## src/rtl/bin2bcd_arbiter_if.sv

```systemverilog
// bin2bcd_arbiter_if
//   Bundles the request, converter and response signals of bin2bcd_arbiter.
//   The slave modport is the arbiter's view. The master modport is the view
//   of the surrounding logic: requesters, the shared converter and the
//   response consumer.
//
//   req_valid [NUM_REQ]            requester k presents an operand
//   req_bin   [NUM_REQ*BIN_WIDTH]  operand k at [k*BIN_WIDTH +: BIN_WIDTH]
//   req_ready [NUM_REQ]            one-hot accept strobe
//   conv_bin  [BIN_WIDTH]          operand driven to the external converter
//   conv_bcd  [4*BCD_DIGITS]       converter result
//   rsp_valid                      response available
//   rsp_id    [$clog2(NUM_REQ)]    requester the response belongs to
//   rsp_bcd   [4*BCD_DIGITS]       registered BCD result
//   rsp_ready                      response consumer accepts
//   busy                           arbiter not idle
interface bin2bcd_arbiter_if #(
  parameter int BIN_WIDTH  = 8,
  // Number of decimal digits of 2**BIN_WIDTH-1; 0.30103 approximates log10(2).
  parameter int BCD_DIGITS = (BIN_WIDTH * 30103 + 99999) / 100000,
  parameter int NUM_REQ    = 4
);
  localparam int BCD_WIDTH = 4 * BCD_DIGITS;
  localparam int ID_W      = $clog2(NUM_REQ);

  logic [NUM_REQ-1:0]           req_valid;
  logic [NUM_REQ*BIN_WIDTH-1:0] req_bin;
  logic [NUM_REQ-1:0]           req_ready;
  logic [BIN_WIDTH-1:0]         conv_bin;
  logic [BCD_WIDTH-1:0]         conv_bcd;
  logic                         rsp_valid;
  logic [ID_W-1:0]              rsp_id;
  logic [BCD_WIDTH-1:0]         rsp_bcd;
  logic                         rsp_ready;
  logic                         busy;

  modport slave (
    input  req_valid, req_bin, conv_bcd, rsp_ready,
    output req_ready, conv_bin, rsp_valid, rsp_id, rsp_bcd, busy
  );

  modport master (
    output req_valid, req_bin, conv_bcd, rsp_ready,
    input  req_ready, conv_bin, rsp_valid, rsp_id, rsp_bcd, busy
  );
endinterface

```

## src/rtl/bin2bcd_arbiter.sv

```systemverilog
// bin2bcd_arbiter
//   Round-robin arbiter that lets NUM_REQ requesters share one external
//   binary-to-BCD converter. It serves one operand at a time:
//
//   IDLE     A requester is granted. The operand is latched into op_reg, which
//            drives the converter.
//   CONVERT  The block waits CONV_LAT cycles for the converter to settle. It
//            then samples the converter result.
//   RESP     The result is held on rsp_* until the consumer accepts it.
//
//   The round-robin pointer moves only when a response is accepted. A
//   requester that keeps requesting is therefore served after at most
//   NUM_REQ-1 other services.
//
// Ports
//   clk    rising-edge clock
//   rst_n  synchronous active-low reset
//   bus    bin2bcd_arbiter_if.slave (request, converter and response signals)
module bin2bcd_arbiter #(
  parameter int BIN_WIDTH  = 8,
  // Number of decimal digits of 2**BIN_WIDTH-1; 0.30103 approximates log10(2).
  parameter int BCD_DIGITS = (BIN_WIDTH * 30103 + 99999) / 100000,
  parameter int NUM_REQ    = 4,
  parameter int CONV_LAT   = 1
) (
  input  logic             clk,
  input  logic             rst_n,
  bin2bcd_arbiter_if.slave bus
);

  localparam int BCD_WIDTH = 4 * BCD_DIGITS;
  localparam int ID_W      = $clog2(NUM_REQ);
  localparam int CNT_W     = (CONV_LAT > 1) ? $clog2(CONV_LAT) : 1;

  localparam logic [CNT_W-1:0] CNT_LAST = CNT_W'(CONV_LAT - 1);
  localparam logic [ID_W:0]    NUM_REQ_W = (ID_W + 1)'(NUM_REQ);
  localparam logic [ID_W-1:0]  LAST_ID   = ID_W'(NUM_REQ - 1);

  typedef enum logic [1:0] {
    IDLE,
    CONVERT,
    RESP
  } state_t;

  state_t               state_reg;
  state_t               state_next;
  logic [ID_W-1:0]      rr_ptr_reg;
  logic [ID_W-1:0]      id_reg;
  logic [BIN_WIDTH-1:0] op_reg;
  logic [CNT_W-1:0]     cnt_reg;
  logic [BCD_WIDTH-1:0] rsp_bcd_reg;
  logic [ID_W-1:0]      rsp_id_reg;

  logic [BIN_WIDTH-1:0] req_op [NUM_REQ];
  logic [NUM_REQ-1:0]   req_win;
  logic [ID_W-1:0]      grant_off;
  logic [ID_W:0]        grant_sum;
  logic [ID_W-1:0]      grant_idx;
  logic                 xfer;

  // --------------------------------------------------------------------------
  // Arbitration
  // --------------------------------------------------------------------------

  // Rotate the request vector so that bit 0 is the requester at rr_ptr.
  // Doubling the vector before the shift makes the rotation wrap around.
  assign req_win = NUM_REQ'({bus.req_valid, bus.req_valid} >> rr_ptr_reg);

  // Find the first set bit of the rotated window. The loop runs downward so
  // that the lowest set offset is the last one assigned and therefore wins.
  always_comb begin
    grant_off = '0;
    for (int i = NUM_REQ - 1; i >= 0; i--) begin
      if (req_win[i]) begin
        grant_off = ID_W'(i);
      end
    end
  end

  // Convert the offset back to an absolute index, modulo NUM_REQ.
  assign grant_sum = {1'b0, rr_ptr_reg} + {1'b0, grant_off};
  assign grant_idx = (grant_sum >= NUM_REQ_W) ? ID_W'(grant_sum - NUM_REQ_W)
                                              : grant_sum[ID_W-1:0];

  // A transfer happens only in IDLE, when some requester is valid and reset is
  // not asserted. Gating with rst_n keeps req_ready low throughout reset.
  assign xfer = rst_n && (state_reg == IDLE) && (|bus.req_valid);

  generate
    for (genvar gi = 0; gi < NUM_REQ; gi++) begin : g_req
      assign req_op[gi]        = bus.req_bin[gi*BIN_WIDTH +: BIN_WIDTH];
      assign bus.req_ready[gi] = xfer && (grant_idx == ID_W'(gi));
    end
  endgenerate

  // --------------------------------------------------------------------------
  // Control FSM
  // --------------------------------------------------------------------------

  always_ff @(posedge clk) begin
    if (!rst_n) begin
      state_reg <= IDLE;
    end else begin
      state_reg <= state_next;
    end
  end

  always_comb begin
    state_next = state_reg;
    case (state_reg)
      IDLE: begin
        if (xfer) begin
          state_next = CONVERT;
        end
      end
      CONVERT: begin
        if (cnt_reg == CNT_LAST) begin
          state_next = RESP;
        end
      end
      RESP: begin
        if (bus.rsp_ready) begin
          state_next = IDLE;
        end
      end
      default: state_next = IDLE;
    endcase
  end

  // --------------------------------------------------------------------------
  // Datapath
  // --------------------------------------------------------------------------

  always_ff @(posedge clk) begin
    if (!rst_n) begin
      rr_ptr_reg  <= '0;
      id_reg      <= '0;
      op_reg      <= '0;
      cnt_reg     <= '0;
      rsp_bcd_reg <= '0;
      rsp_id_reg  <= '0;
    end else begin
      case (state_reg)
        IDLE: begin
          if (xfer) begin
            op_reg  <= req_op[grant_idx];
            id_reg  <= grant_idx;
            cnt_reg <= '0;
          end
        end
        CONVERT: begin
          cnt_reg <= cnt_reg + CNT_W'(1);
          // cnt_reg counts completed CONVERT cycles, so CNT_LAST marks the
          // CONV_LAT-th cycle. The converter has settled by then.
          if (cnt_reg == CNT_LAST) begin
            rsp_bcd_reg <= bus.conv_bcd;
            rsp_id_reg  <= id_reg;
          end
        end
        RESP: begin
          // The pointer moves past the requester just served, and only when
          // the consumer accepts the response.
          if (bus.rsp_ready) begin
            rr_ptr_reg <= (id_reg == LAST_ID) ? '0 : id_reg + ID_W'(1);
          end
        end
        default: ;
      endcase
    end
  end

  // --------------------------------------------------------------------------
  // Outputs
  // --------------------------------------------------------------------------

  assign bus.conv_bin  = op_reg;
  assign bus.rsp_valid = (state_reg == RESP);
  assign bus.rsp_bcd   = rsp_bcd_reg;
  assign bus.rsp_id    = rsp_id_reg;
  assign bus.busy      = (state_reg != IDLE);

endmodule

```

## src/flat_wrapper.sv

```systemverilog
// flat-port wrapper written by rule: the top's interface ports become plain ports
module bin2bcd_arbiter_flat 
#(
  parameter int BIN_WIDTH  = 8,
                                                                               
  parameter int BCD_DIGITS = (BIN_WIDTH * 30103 + 99999) / 100000,
  parameter int NUM_REQ    = 4,
  parameter int CONV_LAT   = 1
)
  (clk, rst_n, bus_req_valid, bus_req_bin, bus_conv_bcd, bus_rsp_ready, bus_req_ready, bus_conv_bin, bus_rsp_valid, bus_rsp_id, bus_rsp_bcd, bus_busy);
  bin2bcd_arbiter_if #(.BIN_WIDTH(BIN_WIDTH), .BCD_DIGITS(BCD_DIGITS), .NUM_REQ(NUM_REQ)) bus_i ();
  input  logic clk;
  input  logic rst_n;
  input wire logic [$bits(bus_i.req_valid)-1:0] bus_req_valid;
  input wire logic [$bits(bus_i.req_bin)-1:0] bus_req_bin;
  input wire logic [$bits(bus_i.conv_bcd)-1:0] bus_conv_bcd;
  input wire logic [$bits(bus_i.rsp_ready)-1:0] bus_rsp_ready;
  output wire logic [$bits(bus_i.req_ready)-1:0] bus_req_ready;
  output wire logic [$bits(bus_i.conv_bin)-1:0] bus_conv_bin;
  output wire logic [$bits(bus_i.rsp_valid)-1:0] bus_rsp_valid;
  output wire logic [$bits(bus_i.rsp_id)-1:0] bus_rsp_id;
  output wire logic [$bits(bus_i.rsp_bcd)-1:0] bus_rsp_bcd;
  output wire logic [$bits(bus_i.busy)-1:0] bus_busy;
  assign bus_i.req_valid = bus_req_valid;
  assign bus_i.req_bin = bus_req_bin;
  assign bus_i.conv_bcd = bus_conv_bcd;
  assign bus_i.rsp_ready = bus_rsp_ready;
  assign bus_req_ready = bus_i.req_ready;
  assign bus_conv_bin = bus_i.conv_bin;
  assign bus_rsp_valid = bus_i.rsp_valid;
  assign bus_rsp_id = bus_i.rsp_id;
  assign bus_rsp_bcd = bus_i.rsp_bcd;
  assign bus_busy = bus_i.busy;
  bin2bcd_arbiter #(.BIN_WIDTH(BIN_WIDTH), .BCD_DIGITS(BCD_DIGITS), .NUM_REQ(NUM_REQ), .CONV_LAT(CONV_LAT)) u_core (.clk(clk), .rst_n(rst_n), .bus(bus_i));
endmodule
```

## config.mk

```make
export PLATFORM = sky130hd
export DESIGN_NAME = bin2bcd_arbiter_flat
export DESIGN_NICKNAME = d
export VERILOG_FILES = /design/src/rtl/bin2bcd_arbiter_if.sv /design/src/rtl/bin2bcd_arbiter.sv /design/src/flat_wrapper.sv
export SDC_FILE = /design/constraint.sdc
export NUM_CORES = 1
export LEC_CHECK = 0
export ABC_AREA = 1
export BUFFER_PORTS_ARGS = -buffer_cell sky130_fd_sc_hd__buf_2
export CAP_MARGIN = 25
export CORE_MARGIN = 1
export CORE_UTILIZATION = 48
export CTS_CLUSTER_DIAMETER = 60
export DETAILED_ROUTE_END_ITERATION = 10
export HOLD_SLACK_MARGIN = 0.05
export PLACE_DENSITY = 0.84
export SYNTH_ARGS = -nofsm -noshare
export SYNTH_HDL_FRONTEND = slang
export SYNTH_SLANG_ARGS = --single-unit
```

## constraint.sdc

```tcl
create_clock -name clk -period 6.11 [get_ports clk]
set_input_delay 1.222 -clock clk [delete_from_list [all_inputs] [get_ports clk]]
set_output_delay 1.222 -clock clk [all_outputs]
set_load 0.01 [all_outputs]
```

# After elaboration in Yosys (flattened, before gate mapping)
# Cells that the tools add are included.
dict set report classes {
  addsub 4
  order_cmp 2
  n_eq_ne 9
  n_shift 1
  muxes 15
  n_bitwise 2
  n_reduce_logical 16
}
# operator n
set op_table {}
lappend op_table {{$mux W2} 9}
lappend op_table {{$bmux W8 S2} 1}
lappend op_table {{$mux W8} 2}
lappend op_table {{$eq A2 B2 Y1 const B} 4}
lappend op_table {{$reduce_and A2 Y1} 4}
lappend op_table {{$shr A8 B2 Y4} 1}
lappend op_table {{$ge A3 B3 Y1 const B} 2}
lappend op_table {{$logic_and A1 B1 Y1} 6}
lappend op_table {{$pmux W2 S3} 1}
lappend op_table {{$eq A2 B1 Y1 const B} 2}
lappend op_table {{$logic_not A2 Y1} 2}
lappend op_table {{$ne A2 B2 Y1 const B} 2}
lappend op_table {{$reduce_bool A2 Y1} 2}
lappend op_table {{$reduce_or A4 Y1} 1}
lappend op_table {{$add A2 B2 Y3} 1}
lappend op_table {{$not A2 Y3} 1}
lappend op_table {{$reduce_and A3 Y1} 1}
lappend op_table {{$add A2 B1 Y2 const B} 1}
lappend op_table {{$ne A2 B1 Y1 const B} 1}
lappend op_table {{$pmux W1 S2} 1}
lappend op_table {{$sub A2 B1 Y2 const B} 1}
lappend op_table {{$add A1 B1 Y1 const B} 1}
lappend op_table {{$mux W1} 1}
lappend op_table {{$not A1 Y1} 1}
dict set report totals {
  register_bits 29
  out_inout_bits 28
  elab_cells 56
}

# Depth between registers and ports, before layout
# Gate-level depths: netlist of the first run.
dict set report logic_depth {
  word_depth 12
  ltp_mapped 14
}

# Worst setup path after synthesis of the first run
# OpenSTA, ideal clock, no wires.
dict set report synth_path {
  path_kind {input-to-output}
  from {input port bus_req_valid[1]}
  to {output port bus_req_ready[0]}
  arrival_time_ps 2572
  setup_slack_ps 2316
  stages 11
  n_path_buf 0
  cell_sequence {nand2_1 -> nand3_1 -> nand2_1 -> nand3_1 -> a21boi_0 -> ha_1 -> xor2_2 -> inv_2 -> nand3_4 -> nand3_1 -> nor2_1}
}
dict set report synth_via {
  elab_chain_len 10
  elab_cells_between_ends 13
  cone_classes {add/sub (2); order compare (1); shift (1); mux (5); reduce/logical (4)}
}
# element line_no
set synth_rtl {}
lappend synth_rtl {{start, declared} flat_wrapper.sv:14} ;# input wire logic [$bits(bus_i.req_valid)-1:0] bus_req_valid;
lappend synth_rtl {{$shr A8 B2 Y4} bin2bcd_arbiter.sv:67} ;# assign req_win = NUM_REQ'({bus.req_valid, bus.req_valid} >> rr_ptr_reg);
lappend synth_rtl {{$mux W2 (4 in a row)} bin2bcd_arbiter.sv:74} ;# if (req_win[i]) begin
lappend synth_rtl {{$add A2 B2 Y3} bin2bcd_arbiter.sv:81} ;# assign grant_sum = {1'b0, rr_ptr_reg} + {1'b0, grant_off};
lappend synth_rtl {{$ge A3 B3 Y1 / $sub A2 B1 Y2 (equally long branches)} bin2bcd_arbiter.sv:82} ;# assign grant_idx = (grant_sum >= NUM_REQ_W) ? ID_W'(grant_sum - NUM_REQ_W)
lappend synth_rtl {{$mux W2} bin2bcd_arbiter.sv:82}
lappend synth_rtl {{$logic_not A2 Y1} bin2bcd_arbiter.sv:92} ;# assign bus.req_ready[gi] = xfer && (grant_idx == ID_W'(gi));
lappend synth_rtl {{$logic_and A1 B1 Y1 (*)} bin2bcd_arbiter.sv:92}
lappend synth_rtl {{end, declared} flat_wrapper.sv:18} ;# output wire logic [$bits(bus_i.req_ready)-1:0] bus_req_ready;
# Every way passes the cells marked *; elsewhere a longest branch is shown, timed or not.

# Final worst setup path of the first run
dict set report layout_path {
  from {input port bus_req_valid[3]}
  to {output port bus_req_ready[1]}
}
dict set report layout_via {
  elab_chain_len 10
  elab_cells_between_ends 13
  cone_classes {add/sub (2); order compare (1); eq/ne (1); shift (1); mux (5); reduce/logical (3)}
}
# element line_no
set layout_rtl {}
lappend layout_rtl {{$shr A8 B2 Y4 (*)} bin2bcd_arbiter.sv:67}
lappend layout_rtl {{$mux W2 (3 in a row)} bin2bcd_arbiter.sv:74}
lappend layout_rtl {{$mux W2 (*)} bin2bcd_arbiter.sv:74}
lappend layout_rtl {{$add A2 B2 Y3 (*)} bin2bcd_arbiter.sv:81}
lappend layout_rtl {{$ge A3 B3 Y1 / $sub A2 B1 Y2 (equally long branches)} bin2bcd_arbiter.sv:82}
lappend layout_rtl {{$mux W2 (*)} bin2bcd_arbiter.sv:82}
lappend layout_rtl {{via u_core.grant_idx[0]} bin2bcd_arbiter.sv:58} ;# logic [ID_W-1:0] grant_idx;
lappend layout_rtl {{$eq A2 B1 Y1 (*)} bin2bcd_arbiter.sv:92}
lappend layout_rtl {{$logic_and A1 B1 Y1 (*)} bin2bcd_arbiter.sv:92}
# Mark *: on every way through the listed nets, which the timed path passes. The rest lies on a longest branch.

==> flow_summary.yaml, run 1 <==
cells_and_area:
  drive_gt1_share_pct: 35.56
  final_cell_area_um2: 2019
  finalNonFillerCells: 328
  final_util_pct: 66.15
  largest_register_ffs: 12
  area_growth_pct: 31.33
  antennaDiodeCount: 0
  finalNetCount: 336
clock_network:
  path_clk_slew_ns: 0.09
  cts_buffer_depth: 2
  postCtsSetupRepairBufs: 0
  cts_hold_buf: 0
  root_buffer: "clkbuf_4"
  cts_buffers: 5
  cts.sinks: 29
  htree_levels: 2
  clock_latency_ns: 0.33
  cts_resized: 0
  cts_tree: "yes"
setup_path:
  worstPathRequired_ns: 4.89
  r2r_slack_ns: 3.62
  crit_type: "primary input to primary output"
  crit_path_max_fanout: 20
  critPathArrivalTime_ns: 3.02
  critPathMostFrequentCell: "nand2_1"
  slowest_stage: "ha_1"
  critPathLaunchType: "primary input"
  crit_path_max_incr_delay_ns: 0.86
  crit_chain: "buf_2, nand2_1, nand3_1, nand2_1, nand3_1, a21boi_0, ha_1, nand2_1, nor2_1, buf_2"
  endpoint_kind: "primary output"
routing:
  routed_wl_mm: 3.366
  drtIter0Drc: 82
  routed_via_density: 4.832
  antenna_left: 0
  drc_errors: 0
  wire_per_inst_um: 10.26
  drt-pass1-iter-count: 4
  num_vias: 1585
floorplanning:
  die_w_um: 58.60
  die_area_um2: 3434
  placeableCoreArea_um2: 3053
  die_y_um: 58.60
  start_util_pct: 50.37
  boundaryPins: 79
  num_rows: 20
sta:
  fin_crit_ns: 4.241
  post-route-period-util_pct: 69.41
  finalHoldViolations: 0
  skew_ns: 0.004568
  rsz0062_at_grt: "no"
  finalSetupTns_ns: 0
  fin_hold_ws_ns: 0.4435
  final-setup-viol-count: 0
  fmax_mhz: 235.8
  setup_slack_ns: 1.869
  slew_viol_final: 0
  worstMarginPinSlew_ns: 0.8883
  slew_headroom_pct: 40.62
yosys:
  syn_nets: 260
  synthTopCellsByArea: "dfxtp_1 (38%), mux2i_1 (10%), nand3_1 (9.1%), a21oi_1 (8.5%), nand2_1 (7.8%)"
  ys_top_cells_by_count: "nand2_1 (32), dfxtp_1 (29), nand3_1 (28), a21oi_1 (26), inv_1 (22)"
  yosysWarningCount: 0
  synth_area_per_cell_um2: 7.429
  synth_edf_count: 0
  synth.most_common_cell: "nand2_1"
  synthesis.area_um2: 1538
  synth_seq_cells: 29
  yosys.area.top_type: "dfxtp_1"
  seq_area_frac_synth_pct: 37.75
  synth_flop_cell: "dfxtp_1"
  async_reset_ff_share_pct: 0
  synth_top_area_share_pct: 37.75
  yosys.cell_types.count: 22
  syn_inst: 207
placement:
  dp.cells: 320
  dpl-instance-area_um2: 1949
  hpwl_mm: 2.610
  gp_congestion: 0.8093
  post-place-ws_ns: 1.864
  portBuffers: 78
power:
  power.leakage_nw: 1.017
  powerDensity_nw_per_um2: 278.6
  ir_drop_v: 0.0001206
  finalPower_mw: 0.5626
global_route:
  grt.total_usage_pct: 22.16
  gr-total-overflow: 0
  antenna_found_initial: 0
  grt_pass1_vias: 1415
  grt_pass1_wl_mm: 5.775
  grt_max_degree: 31
min_path:
  min-delay-path-class: "flip-flop to flip-flop"
run_status:
  status: "finished, final reports clean"
run:
  maxCapViolations: 0
==> layout make-up <==
type	count	area, um2
inverters	26	97.59
repair buffers	79	397.9
flip-flops and latches	29	580.6
fillers	290	1033
well taps	44	55.05
clock buffers	7	65.06
clock inverters	1	5.005
multi-input cells	142	818.3
==> final timing paths <==
path | from | end | cells past startpoint
max reg2reg | u_core.rr_ptr_reg[0] | u_core.bus.conv_bin[7] | 11
min reg2reg | u_core.bus.rsp_bcd[10] | u_core.bus.rsp_bcd[10] | 2
max | bus_req_valid[3] | bus_req_ready[1] | 10
min | u_core.bus.rsp_bcd[10] | u_core.bus.rsp_bcd[10] | 2
==> worst max-delay path: cells and delay by family <==
family,cells,cell delay (ns)
adders and majority gates,1,0.86
and+or+nand+nor,6,0.59
buffers and inverters,2,0.25
AOI/OAI and AO/OA,1,0.08
==> cells in the final DEF (no fill, tap or decap), drive strengths merged <==
master,Yosys,routed
dfxtp,29,29
xor2,1,1
buf,3,79
a21oi,26,26
nor3,1,1
nor4,1,1
o211ai,1,1
a21boi,1,1
nand3,30,30
mux2i,16,16
inv,26,26
nor2,7,7
o21ai,16,16
o31ai,1,1
clkbuf,7,7
nand2,39,39
ha,2,2
clkinv,0,1
==> power by group <==
part | switching (mW) | internal [mW] | total, mW
Combinational | 0.112 | 0.0830 | 0.195
Sequential | 0.0162 | 0.218 | 0.235
Clock | 0.0665 | 0.0666 | 0.133
Total | 0.195 | 0.368 | 0.563
==> logic make-up (layout without fill, tap and decap cells) <==
family,Yosys count,after routing,synth area share [%]
buf+inv,36,113,9.032
mux,16,16,10.41
fa+ha+maj,2,2,1.627
simple gates,78,78,24.98
xor+xnor,1,1,1.058
compound gates,45,45,15.13
flops,29,29,37.75
==> routing by layer <==
metal | up-vias | routed length [um] | track usage (%)
met4 | 0 | 73 | 10.54
met5 | - | 0 | 0
met1 | 685 | 1446 | 27.51
li1 | 837 | - | -
met2 | 54 | 1631 | 35.14
met3 | 9 | 214 | 6.813
(Power assumes the default switching activity.)
==> run 2, diff against run 1 <==
Settings changed: ABC_AREA 1 to 0, CORE_UTILIZATION 48 to 46, PLACE_DENSITY 0.84 to 0.8.
Clock period 6.11 ns to 4.1 ns, I/O delays scaled along.
==> run 2 against run 1 <==
Design area is 3.2% higher. Power increased by 44%. Register-to-register slack worse by 2.2 ns. Utilization decreased by 3.7 points. Synthesized cell count shrank 6.8%. Sequential share of layout area decreased by 0.90 points. Critical path depth up 1. Worst setup slack got worse by 1.4 ns. Clock-buffer cell count is the same. Synthesized area rose by 4.6%. Global-route usage is 2.0 points lower.
==> flow_summary.yaml, run 2 <==
clock_network:
  cts_resized: 0
  cts_hold_buf: 0
  cts_buffers: 5
  cts_buffer_depth: 2
  path_clk_slew_ns: 0.08
  htree_levels: 2
  clock_latency_ns: 0.32
  cts.sinks: 29
  root_buffer: "clkbuf_4"
  cts_tree: "yes"
  postCtsSetupRepairBufs: 0
setup_path:
  crit_path_max_fanout: 7
  worstPathRequired_ns: 3.28
  critPathArrivalTime_ns: 2.77
  rr_startpoint: "u_core.rr_ptr_reg[0]"
  crit_start: "bus_req_valid[1]"
  critPathLaunchType: "primary input"
  crit_type: "primary input to primary output"
  endpoint_kind: "primary output"
routing:
  antenna_left: 0
  drtIter0Drc: 55
  routed_wl_mm: 3.599
  wire_per_inst_um: 11.50
  num_vias: 1581
  drt-pass1-iter-count: 4
  drc_errors: 0
  routed_via_density: 5.051
global_route:
  grt_pass1_vias: 1289
  antenna_found_initial: 0
  use_met2_pct: 33.07
  grt_use_met3_pct: 6.092
  top_usage_layer: "met2"
  grtUsageMet1_pct: 24.03
  grt.total_usage_pct: 20.20
  grt_max_degree: 30
  gr-total-overflow: 0
  grt_pass1_wl_mm: 5.416
yosys:
  yosysWarningCount: 0
  synthTopCellsByArea: "dfxtp_1 (36%), nand2_1 (7.9%), a21boi_0 (7.5%), nor2b_1 (5.4%), a221o_1 (5.0%)"
  synth_flop_cell: "dfxtp_1"
  syn_inst: 193
  synth_top_area_share_pct: 36.11
  async_reset_ff_share_pct: 0
  synth.most_common_cell: "nand2_1"
  synth_edf_count: 0
  synth_area_per_cell_um2: 8.331
  synthesis.area_um2: 1608
  yosys.cell_types.count: 36
  seq_area_frac_synth_pct: 36.11
  ys_top_cells_by_count: "nand2_1 (34), dfxtp_1 (29), a21boi_0 (16), nor2b_1 (14), nand3_1 (12)"
  synth_seq_cells: 29
  yosys.area.top_type: "dfxtp_1"
  syn_nets: 246
cells_and_area:
  layout_commonest_cell: "buf_2"
  finalNetCount: 319
  largest_register_ffs: 12
  final_cell_area_um2: 2085
  finalNonFillerCells: 313
  area_growth_pct: 29.65
  final_util_pct: 62.47
  antennaDiodeCount: 0
  final_cell_mix: "buf_2 (79), nand2_1 (34), dfxtp_1 (29), a21boi_0 (16), nor2b_1 (14)"
  drive_gt1_share_pct: 34.83
floorplanning:
  die_area_um2: 3736
  placeableCoreArea_um2: 3337
  start_util_pct: 48.18
  boundaryPins: 79
  die_y_um: 61.12
  num_rows: 21
  die_w_um: 61.12
sta:
  fmax_mhz: 278.3
  skew_ns: 0.009862
  rsz0062_at_grt: "no"
  slew_viol_final: 0
  slew_headroom_pct: 34.57
  post-route-period-util_pct: 87.65
  worstMarginPinSlew_ns: 0.9795
  finalHoldViolations: 0
  finalSetupTns_ns: 0
  fin_hold_ws_ns: 0.4589
  fin_crit_ns: 3.594
  final-setup-viol-count: 0
  setup_slack_ns: 0.5065
power:
  power.share.clock_pct: 29.7
  finalPower_mw: 0.8107
  pwr-share-comb_pct: 28.5
  p_switching_mw: 0.2394
  p_int_mw: 0.5713
  power.leakage_nw: 1.008
  powerDensity_nw_per_um2: 388.9
  p_sw_share_pct: 29.53
  ir_drop_v: 0.0001938
  seq_power_share_pct: 41.8
placement:
  hpwl_mm: 2.696
  gp_congestion: 0.7720
  dp.cells: 304
  dpl-instance-area_um2: 1994
  portBuffers: 78
  post-place-ws_ns: 0.5122
min_path:
  holdCritStartpoint: "u_core.bus.rsp_id[0]"
  min-delay-path-class: "flip-flop to flip-flop"
run:
  maxCapViolations: 0
run_status:
  status: "finished, final reports clean"
## run 2: cell types whose count changed in the layout (fill, tap and decap cells not counted), moves of 8 or more
cell	before	now
o21ai_0	16	1
a21oi_1	26	1
a31o_1	0	8
nand3_1	28	12
nor2b_1	0	14
and3_1	0	8
a221o_1	0	8
inv_1	22	0
mux2i_1	16	8
a21boi_0	1	16
## run 2: per-layer routing
layer  vias to the layer above  wire [um]
met2                        51       1674
met5                         -          0
met1                       687       1631
met3                         5        239
met4                         0         54
li1                        838          -
## run 2: kinds of logic after synthesis
logic type / after synthesis / share of synthesized area [%]
and+or+nand+nor: 93 / 29.03
AOI/OAI and AO/OA: 44 / 22.57
DFF: 29 / 36.11
buffers and inverters: 16 / 5.214
muxes: 8 / 4.981
adders and majority gates: 2 / 1.556
xor gates and xnor gates: 1 / 0.5448
## run 2: path summary, 6_finish.rpt
kind                                 end  slack (ns)  cells after the start
hold reg to reg     u_core.bus.rsp_id[0]        0.46                      2
setup / recovery        bus_req_ready[2]        0.51                     11
hold / removal      u_core.bus.rsp_id[0]        0.46                      2
setup reg to reg  u_core.bus.conv_bin[6]        1.41                     10
## run 2: power groups by stage
stage	clock network (mW)	registers [mW]	logic (mW)
3_5_place_dp	0	0.345	0.231
6_report	0.241	0.339	0.231
5_1_grt	0.259	0.344	0.257
4_1_cts	0.247	0.338	0.232
3_3_place_gp	0	0.344	0.229
2_1_floorplan	0	0.355	0.140
## run 2: critical path, cell delays in order
cell	delay [ns]
buf_2	0.16
nor2b_4	0.05
a221oi_1	0.27
a31o_2	0.14
nand3_1	0.07
ha_1	0.20
xnor2_1	0.13
or3_1	0.43
and2_1	0.19
nor3_1	0.15
buf_2	0.15
## run 2: layout make-up
| cell class | instances | area (um2) |
|---|---|---|
| fillers | 317 | 1252 |
| multi-input cells | 148 | 943.4 |
| flip-flops and latches | 29 | 580.6 |
| repair buffers | 82 | 417.9 |
| well taps | 46 | 57.56 |
| clock buffers | 7 | 55.05 |
| clock inverters | 1 | 30.03 |
==> run 3, diff against run 2 <==
Settings changed: CORE_UTILIZATION 46 to 47, CTS_BUF_LIST from default to sky130_fd_sc_hd__clkbuf_8, PLACE_DENSITY 0.8 to 0.82.
==> run 3 against run 2 <==
Clock power down 7%. Global-route usage up 1.5 points. Non-clock buffer count unchanged. Critical path type unchanged. Critical endpoint unchanged. Largest power group unchanged.
==> flow_summary.yaml, run 3 (same netlist as run 2, synthesis figures left out) <==
run_status:
  status: "finished, final reports clean"
global_route:
  top_usage_layer: "met2"
  grt_pass1_vias: 1383
  gr-total-overflow: 0
  grt_max_degree: 30
  grt.total_usage_pct: 21.67
  grt_use_met3_pct: 5.117
  grt_pass1_wl_mm: 6.016
  antenna_found_initial: 0
  grtUsageMet1_pct: 27.54
  use_met2_pct: 37.21
placement:
  dp.cells: 303
  hpwl_mm: 2.772
  post-place-ws_ns: 0.4637
  gp_congestion: 0.7759
  portBuffers: 78
  dpl-instance-area_um2: 1999
routing:
  num_vias: 1652
  drt-pass1-iter-count: 4
  routed_wl_mm: 3.735
  drc_errors: 0
  drtIter0Drc: 91
  wire_per_inst_um: 12.05
  antenna_left: 0
  routed_via_density: 5.329
clock_network:
  path_clk_slew_ns: 0.06
  cts_buffers: 5
  cts_buffer_depth: 2
  postCtsSetupRepairBufs: 0
  clock_latency_ns: 0.26
  cts.sinks: 29
  cts_resized: 0
  root_buffer: "clkbuf_8"
  htree_levels: 2
  cts_tree: "yes"
  cts_hold_buf: 0
min_path:
  min-delay-path-class: "flip-flop to flip-flop"
  worstHoldPathCells: 2
cells_and_area:
  finalNetCount: 319
  area_growth_pct: 29.73
  final_util_pct: 66.15
  antennaDiodeCount: 0
  final_cell_mix: "buf_2 (78), nand2_1 (34), dfxtp_1 (29), a21boi_0 (16), nor2b_1 (14)"
  final_cell_area_um2: 2086
  largest_register_ffs: 12
  layout_commonest_cell: "buf_2"
  finalNonFillerCells: 310
  drive_gt1_share_pct: 34.59
setup_path:
  slowest_stage: "or3_1"
  r2r_slack_ns: 1.43
  crit_path_max_fanout: 7
  crit_chain: "buf_2, nor2b_4, a221oi_1, a31o_2, nand3_1, ha_1, xnor2_1, or3_1, and2_1, nor3_1, buf_2"
  crit_type: "primary input to primary output"
  worstPathRequired_ns: 3.28
  crit_path_max_incr_delay_ns: 0.41
  reg2reg_depth: 10
  critPathArrivalTime_ns: 2.81
  endpoint_kind: "primary output"
  critPathMostFrequentCell: "buf_2"
  critPathLaunchType: "primary input"
floorplanning:
  num_rows: 20
  boundaryPins: 79
  die_w_um: 60.49
  die_y_um: 60.49
  die_area_um2: 3658
  start_util_pct: 50.99
  placeableCoreArea_um2: 3153
power:
  finalPower_mw: 0.7965
  powerDensity_nw_per_um2: 381.9
  ir_drop_v: 0.0003434
  power.leakage_nw: 1.011
sta:
  finalSetupTns_ns: 0
  post-route-period-util_pct: 88.61
  slew_viol_final: 0
  fmax_mhz: 275.3
  slew_headroom_pct: 33.63
  skew_ns: 0.003191
  finalHoldViolations: 0
  fin_crit_ns: 3.633
  setup_slack_ns: 0.4670
  rsz0062_at_grt: "no"
  fin_hold_ws_ns: 0.4570
  worstMarginPinSlew_ns: 0.9934
  final-setup-viol-count: 0
run:
  maxCapViolations: 0
[run 3: layout make-up]
class / instances / area (um2)
timing repair buffer: 82 / 420.4
fill: 296 / 1067
multi-input combinational: 148 / 943.4
tap: 44 / 55.05
clock buffer: 6 / 82.58
sequential: 29 / 580.6
clock inverter: 1 / 3.754
[run 3: worst paths after layout]
kind / from / end
max reg2reg: u_core.rr_ptr_reg[0] / u_core.bus.conv_bin[2]
min: u_core.bus.rsp_id[1] / u_core.bus.rsp_id[1]
min reg2reg: u_core.bus.rsp_id[1] / u_core.bus.rsp_id[1]
max: bus_req_valid[1] / bus_req_ready[2]
[run 3: routing by layer]
metal	vias to the layer above	part of all wire [%]
met4	0	0.51
met3	2	5.8
met2	48	48
met5	-	0
met1	768	46
li1	834	-
[run 3: where the power goes]
part	internal (mW)	total [mW]	switching, mW
Sequential	0.318	0.339	0.0208
Clock	0.130	0.224	0.0934
Combinational	0.109	0.234	0.125
Total	0.557	0.797	0.239
[run 3: worst max-delay path: cells and delay by family]
family / cells / cell delay, ns
and+or+nand+nor: 5 / 0.92
AOI/OAI and AO/OA: 2 / 0.41
buffers and inverters: 2 / 0.33
adders and majority gates: 1 / 0.20
xor gates and xnor gates: 1 / 0.13
